$ cat src/rtl/cache_pkg.sv
// Definitions shared by the I/D caches and the refill arbiter:
// FSM state codes, cache owner ids and the line-offset width helper.
package cache_pkg;

  localparam logic [1:0] ST_IDLE = 2'd0;
  localparam logic [1:0] ST_ADDR = 2'd1;
  localparam logic [1:0] ST_DATA = 2'd2;
  localparam logic [1:0] ST_DONE = 2'd3;

  localparam logic OWN_I = 1'b0;
  localparam logic OWN_D = 1'b1;

  // Number of address bits that select a byte inside one cache line.
  function automatic int lineOffsetW(input int beats, input int dataW);
    return $clog2(beats) + $clog2(dataW / 8);
  endfunction

endpackage

$ cat src/rtl/refill_arbiter.sv
// Shares the external memory read port between I-cache and D-cache line refills:
// grants one miss at a time, issues a line burst and steers the beats to the owner.
module refill_arbiter
  import cache_pkg::*;
#(
  parameter int ADDR_W = 32,
  parameter int DATA_W = 32,
  parameter int BEATS  = 4
) (
  input  logic                     clk,
  input  logic                     rstn,
  input  logic                     f_cmiss,
  input  logic [ADDR_W-1:0]        f_addr,
  input  logic                     m_cmiss,
  input  logic [ADDR_W-1:0]        m_addr,
  output logic                     bus_req,
  output logic [ADDR_W-1:0]        bus_addr,
  input  logic                     bus_ack,
  input  logic                     bus_rvalid,
  input  logic [DATA_W-1:0]        bus_rdata,
  input  logic                     bus_err,
  output logic                     rf_valid,
  output logic                     rf_sel,
  output logic [$clog2(BEATS)-1:0] rf_beat,
  output logic [DATA_W-1:0]        rf_data,
  output logic                     f_arrival,
  output logic                     m_arrival,
  output logic                     refill_err,
  output logic                     busy
);

  localparam int                CNT_W     = $clog2(BEATS);
  localparam int                OFF_W     = lineOffsetW(BEATS, DATA_W);
  localparam logic [ADDR_W-1:0] LINE_MASK = ~((ADDR_W'(1) << OFF_W) - ADDR_W'(1));
  localparam logic [CNT_W-1:0]  LAST_BEAT = CNT_W'(BEATS - 1);

  logic [1:0]        r_state;
  logic              r_owner;
  logic              r_afterDone;
  logic [CNT_W-1:0]  r_cnt;
  logic              r_busReq;
  logic [ADDR_W-1:0] r_busAddr;
  logic              r_rfValid;
  logic              r_rfSel;
  logic [CNT_W-1:0]  r_rfBeat;
  logic [DATA_W-1:0] r_rfData;
  logic              r_fArrival;
  logic              r_mArrival;
  logic              r_refillErr;
  logic              r_busy;

  logic w_grantD;
  logic w_grantI;
  logic w_lastBeat;

  // The requester served by the refill that just finished may still show its stale
  // miss level in the first IDLE cycle; only the other requester can win there.
  assign w_grantD   = m_cmiss && !(r_afterDone && (r_owner == OWN_D));
  assign w_grantI   = f_cmiss && !(r_afterDone && (r_owner == OWN_I));
  assign w_lastBeat = (r_cnt == LAST_BEAT);

  always_ff @(posedge clk or negedge rstn) begin
    if (!rstn) begin
      r_state     <= ST_IDLE;
      r_owner     <= OWN_I;
      r_afterDone <= 1'b0;
      r_cnt       <= '0;
      r_busReq    <= 1'b0;
      r_busAddr   <= '0;
      r_rfValid   <= 1'b0;
      r_rfSel     <= 1'b0;
      r_rfBeat    <= '0;
      r_rfData    <= '0;
      r_fArrival  <= 1'b0;
      r_mArrival  <= 1'b0;
      r_refillErr <= 1'b0;
      r_busy      <= 1'b0;
    end else begin
      r_rfValid   <= 1'b0;
      r_fArrival  <= 1'b0;
      r_mArrival  <= 1'b0;
      r_refillErr <= 1'b0;
      case (r_state)
        ST_IDLE: begin
          r_afterDone <= 1'b0;
          // The D-side miss belongs to the older instruction, so it wins ties.
          if (w_grantD) begin
            r_owner   <= OWN_D;
            r_busAddr <= m_addr & LINE_MASK;
            r_busReq  <= 1'b1;
            r_busy    <= 1'b1;
            r_state   <= ST_ADDR;
          end else if (w_grantI) begin
            r_owner   <= OWN_I;
            r_busAddr <= f_addr & LINE_MASK;
            r_busReq  <= 1'b1;
            r_busy    <= 1'b1;
            r_state   <= ST_ADDR;
          end
        end
        ST_ADDR: begin
          if (bus_ack) begin
            r_busReq <= 1'b0;
            r_cnt    <= '0;
            r_state  <= ST_DATA;
          end
        end
        ST_DATA: begin
          if (bus_rvalid) begin
            // An errored beat is dropped and the rest of the line is abandoned.
            if (bus_err) begin
              r_refillErr <= 1'b1;
              r_fArrival  <= (r_owner == OWN_I);
              r_mArrival  <= (r_owner == OWN_D);
              r_state     <= ST_DONE;
            end else begin
              r_rfValid <= 1'b1;
              r_rfSel   <= r_owner;
              r_rfBeat  <= r_cnt;
              r_rfData  <= bus_rdata;
              r_cnt     <= r_cnt + CNT_W'(1);
              if (w_lastBeat) begin
                r_fArrival <= (r_owner == OWN_I);
                r_mArrival <= (r_owner == OWN_D);
                r_state    <= ST_DONE;
              end
            end
          end
        end
        ST_DONE: begin
          r_busy      <= 1'b0;
          r_afterDone <= 1'b1;
          r_state     <= ST_IDLE;
        end
        default: r_state <= ST_IDLE;
      endcase
    end
  end

  assign bus_req    = r_busReq;
  assign bus_addr   = r_busAddr;
  assign rf_valid   = r_rfValid;
  assign rf_sel     = r_rfSel;
  assign rf_beat    = r_rfBeat;
  assign rf_data    = r_rfData;
  assign f_arrival  = r_fArrival;
  assign m_arrival  = r_mArrival;
  assign refill_err = r_refillErr;
  assign busy       = r_busy;

endmodule

$ cat config.mk
export PLATFORM = sky130hd
export DESIGN_NAME = refill_arbiter
export DESIGN_NICKNAME = d
export VERILOG_FILES = /design/src/rtl/cache_pkg.sv /design/src/rtl/refill_arbiter.sv
export SDC_FILE = /design/constraint.sdc
export NUM_CORES = 1
export LEC_CHECK = 0
export BUFFER_PORTS_ARGS = -buffer_cell sky130_fd_sc_hd__buf_4
export CAP_MARGIN = 10
export CORE_AREA = 5 5 107 109
export DETAILED_ROUTE_END_ITERATION = 16
export DIE_AREA = 0 0 112 114
export PLACE_DENSITY = 0.63
export SLEW_MARGIN = 20
export SYNTH_ARGS = -nofsm -noshare
export SYNTH_HDL_FRONTEND = slang
export SYNTH_SLANG_ARGS = --single-unit
$ cat constraint.sdc
create_clock -name clk -period 4.7 [get_ports clk]
set_input_delay 0.705 -clock clk [delete_from_list [all_inputs] [get_ports clk]]
set_output_delay 0.705 -clock clk [all_outputs]
set_load 0.02 [all_outputs]
==> flow_summary.yaml <==
routing:
  vias_per_cell: 4.41
  drtIter0Drc: 95
  vias: 2792
  detail-route-antenna-nets: 0
  wire_per_inst_um: 13.2
  wl_um: 8370
  dr.pass1.iters: 4
  drcViolationCount: 0
yosys:
  yosysWarningCount: 0
  syn-instance-count: 329
  post_synth.cell_area_avg_um2: 9.78
  syn_area_um2: 3220
  synth-seq-cells: 75
  synth_edf_count: 0
  synth_common_cells: "nand2_1 (103), dfrtp_1 (75), nor2_1 (31)"
  async_flop_share_pct: 100
  ys.flop_type: "dfrtp_1"
  synthTopCellsByArea: "dfrtp_1 (58%), nand2_1 (12%), mux2i_1 (9.3%), a21oi_1 (4.7%), nor2_1 (3.6%)"
  yosysSeqAreaShare_pct: 58.3
  synth.largest_area_cell: "dfrtp_1"
  post-synth-top-count-cell: "nand2_1"
  synth_top_area_share_pct: 58.3
  ys_types: 26
setup_path:
  worstSetupEndpointType: "flip-flop"
  r2r-end: "rf_data[30]$_DFFE_PN0P_"
  crit_slowest_cell: "inv_1"
  crit_path_max_incr_delay_ns: 0.74
  crit_start: "r_state[0]$_DFFE_PN0P_"
  worstPathArrival_ns: 2.48
  path_depth: 7
  r2r_cells: 7
  path_class: "reg -> reg"
  critPathLaunchType: "flip-flop"
  crit_buf_inv: 2
  endpoint: "rf_data[30]$_DFFE_PN0P_"
  crit_family: "buffers and inverters"
  reg2reg_from: "r_state[0]$_DFFE_PN0P_"
  crit_top_cell: "nand2_1"
  r2r_slack_ns: 2.49
  critPathMaxFanout: 33
  worstPathRequired_ns: 4.97
  cp_cell_sequence: "inv_1 -> ha_1 -> nand2_1 -> or2_1 -> inv_1 -> nand2_1 -> nand2_1"
clocking:
  numCtsBuffers: 9
  post_cts_resized: 0
  clk_latency_ns: 0.34
  cts-root-buf: "clkbuf_8"
  cts_max_path_buffers: 2
  tritoncts: "built"
  cts.sinks: 75
  clk_pin_slew_worst_paths_ns: 0.08
  cts_hold_buf: 0
  htreeDepth: 3
  cts_setup_buffers: 0
floorplan:
  dieHeight_um: 114
  initial_core_util_pct: 30.6
  ioPinCount: 176
  coreArea_um2: 10500
  std_cell_rows: 38
  chipWidth_um: 112
  die_area_um2: 12800
sta:
  finalHoldViolCount: 0
  final-max-slew-violation-count: 0
  layout_worst_path_cycle_share_pct: 47.0
  rsz0062_at_grt: "false"
  finalSetupViolCount: 0
  fin_crit_ns: 2.21
  finClkSkew_ns: 0.00971
  worst_pin_slew_ns: 1.01
  timing.hold.ws_ns: 0.481
  slew_headroom_pct: 32.5
  final.setup.tns_ns: 0
  max_clock_freq_mhz: 453
global_routing:
  grt_max_degree: 76
  grt_pass1_vias: 2876
  antenna_found_initial: 0
  grt-ovfl-total: 0
  grt_pass1_wl_um: 13800
  grt_usage_pct: 13.2
final_layout:
  final_area_um2: 4750
  antenna_cells: 0
  area_growth_pct: 47.7
  fillers: 1033
  regArea_um2: 1880
  fin_nets: 597
  drive_gt1_share_pct: 37.5
  multi_input_area_um2: 1230
power_and_ir_drop:
  switching_share_pct: 41.2
  p_leak_nw: 2.49
  power_density_nw_per_um2: 633
  seq_power_share_pct: 37.0
  p_int_w: 0.00177
  ir_drop_v: 0.000268
  power.share.clock_pct: 15.0
  p_switching_w: 0.00124
  comb_power_share_pct: 48.0
placement:
  io_buffers: 163
  post-dp-hpwl_um: 5990
  placed_cell_area_um2: 4550
  place_congestion: 0.806
run:
  max-cap-violations: 0
min_path:
  hold_class: "reg -> reg"
  hold_path_startpoint: "rf_data[27]$_DFFE_PN0P_"
run_status:
  outcome: "complete, no violations"
## worst register-to-register path, cell delays in order (launching register included)
cell	delay, ns
dfrtp_1	0.40
inv_1	0.13
ha_1	0.27
nand2_1	0.11
or2_1	0.25
inv_1	0.74
nand2_1	0.16
nand2_1	0.09
## kinds of logic (layout without fill, tap and decap cells)
family	after synthesis	count (layout)	synth area share (%)
AO/OA/AOI/OAI	44	44	7.50
buffers and inverters	27	188	4.24
multiplexers	32	32	10.0
other	1	4	0.117
flip-flops	75	75	58.3
AND/OR/NAND/NOR	144	144	17.5
adder cells (fa/ha/maj)	6	6	2.33
## flip-flops by register name (all words and copies together) (netlist names)
register     flops
r_afterDone      1
refill_err       1
r_state          2
rf_beat          2
rf_valid         1
m_arrival        1
busy             1
r_cnt            2
bus_addr        28
bus_req          1
r_owner          1
rf_sel           1
f_arrival        1
rf_data         32
## routing by layer
metal	track usage [%]	routed length (um)	share of wire (%)
met4	5.53	114	1.4
met5	0	0	0
met1	16.3	3540	42
met3	5.46	954	11
met2	20.7	3760	45
## per-stage QoR
stage	std cells	util (%)	setup slack (ns)	total power, W
2_1_floorplan	332	-	3.04	0.00194
3_3_place_gp	616	43.3	2.43	0.00255
3_5_place_dp	616	43.3	2.35	0.00259
4_1_cts	632	45.0	2.44	0.00305
5_1_grt	633	45.2	2.20	0.00324
6_report	633	45.2	2.49	0.00301
## worst min-delay path by stage
| stage | cells past startpoint | end | slack, ns |
|---|---|---|---|
| after global routing | 2 | rf_data[27]$_DFFE_PN0P_ | 0.51 |
| after floorplan | 0 | bus_addr[10]$_DFFE_PN0P_ | 0.41 |
| after CTS | 2 | rf_data[5]$_DFFE_PN0P_ | 0.49 |
| final | 2 | rf_data[27]$_DFFE_PN0P_ | 0.48 |
| after detailed placement | 2 | rf_data[10]$_DFFE_PN0P_ | 0.46 |
| after global placement | 2 | rf_data[20]$_DFFE_PN0P_ | 0.46 |
## cells in the final DEF, fill, tap and decap left out, types with 2 or more instances in the layout
cell type,instances
nor2_1,31
ha_1,6
inv_1,6
conb_1,4
a21oi_1,30
nand2_1,103
clkbuf_8,10
nor3_1,5
clkinv_2,2
a221oi_1,2
buf_4,165
dfrtp_1,75
o21ai_0,7
clkinvlp_4,3
mux2i_1,30
## final cells by class
type	count	area share, %
Clock inverter	6	0.868
Timing Repair Buffer	166	26.6
Inverter	6	0.474
Tap cell	140	3.68
Sequential cell	75	39.5
Clock buffer	10	2.89
Multi-Input combinational cell	230	26.0
## power by group through the flow
stage | clock (W) | sequential [W] | combinational [W]
6_report | 0.000451 | 0.00111 | 0.00144
5_1_grt | 0.000500 | 0.00116 | 0.00158
4_1_cts | 0.000473 | 0.00112 | 0.00146
3_5_place_dp | 0 | 0.00112 | 0.00147
3_3_place_gp | 0 | 0.00111 | 0.00144
2_1_floorplan | 0 | 0.00144 | 0.000504
No activity file was read; power rests on OpenSTA's default activity.
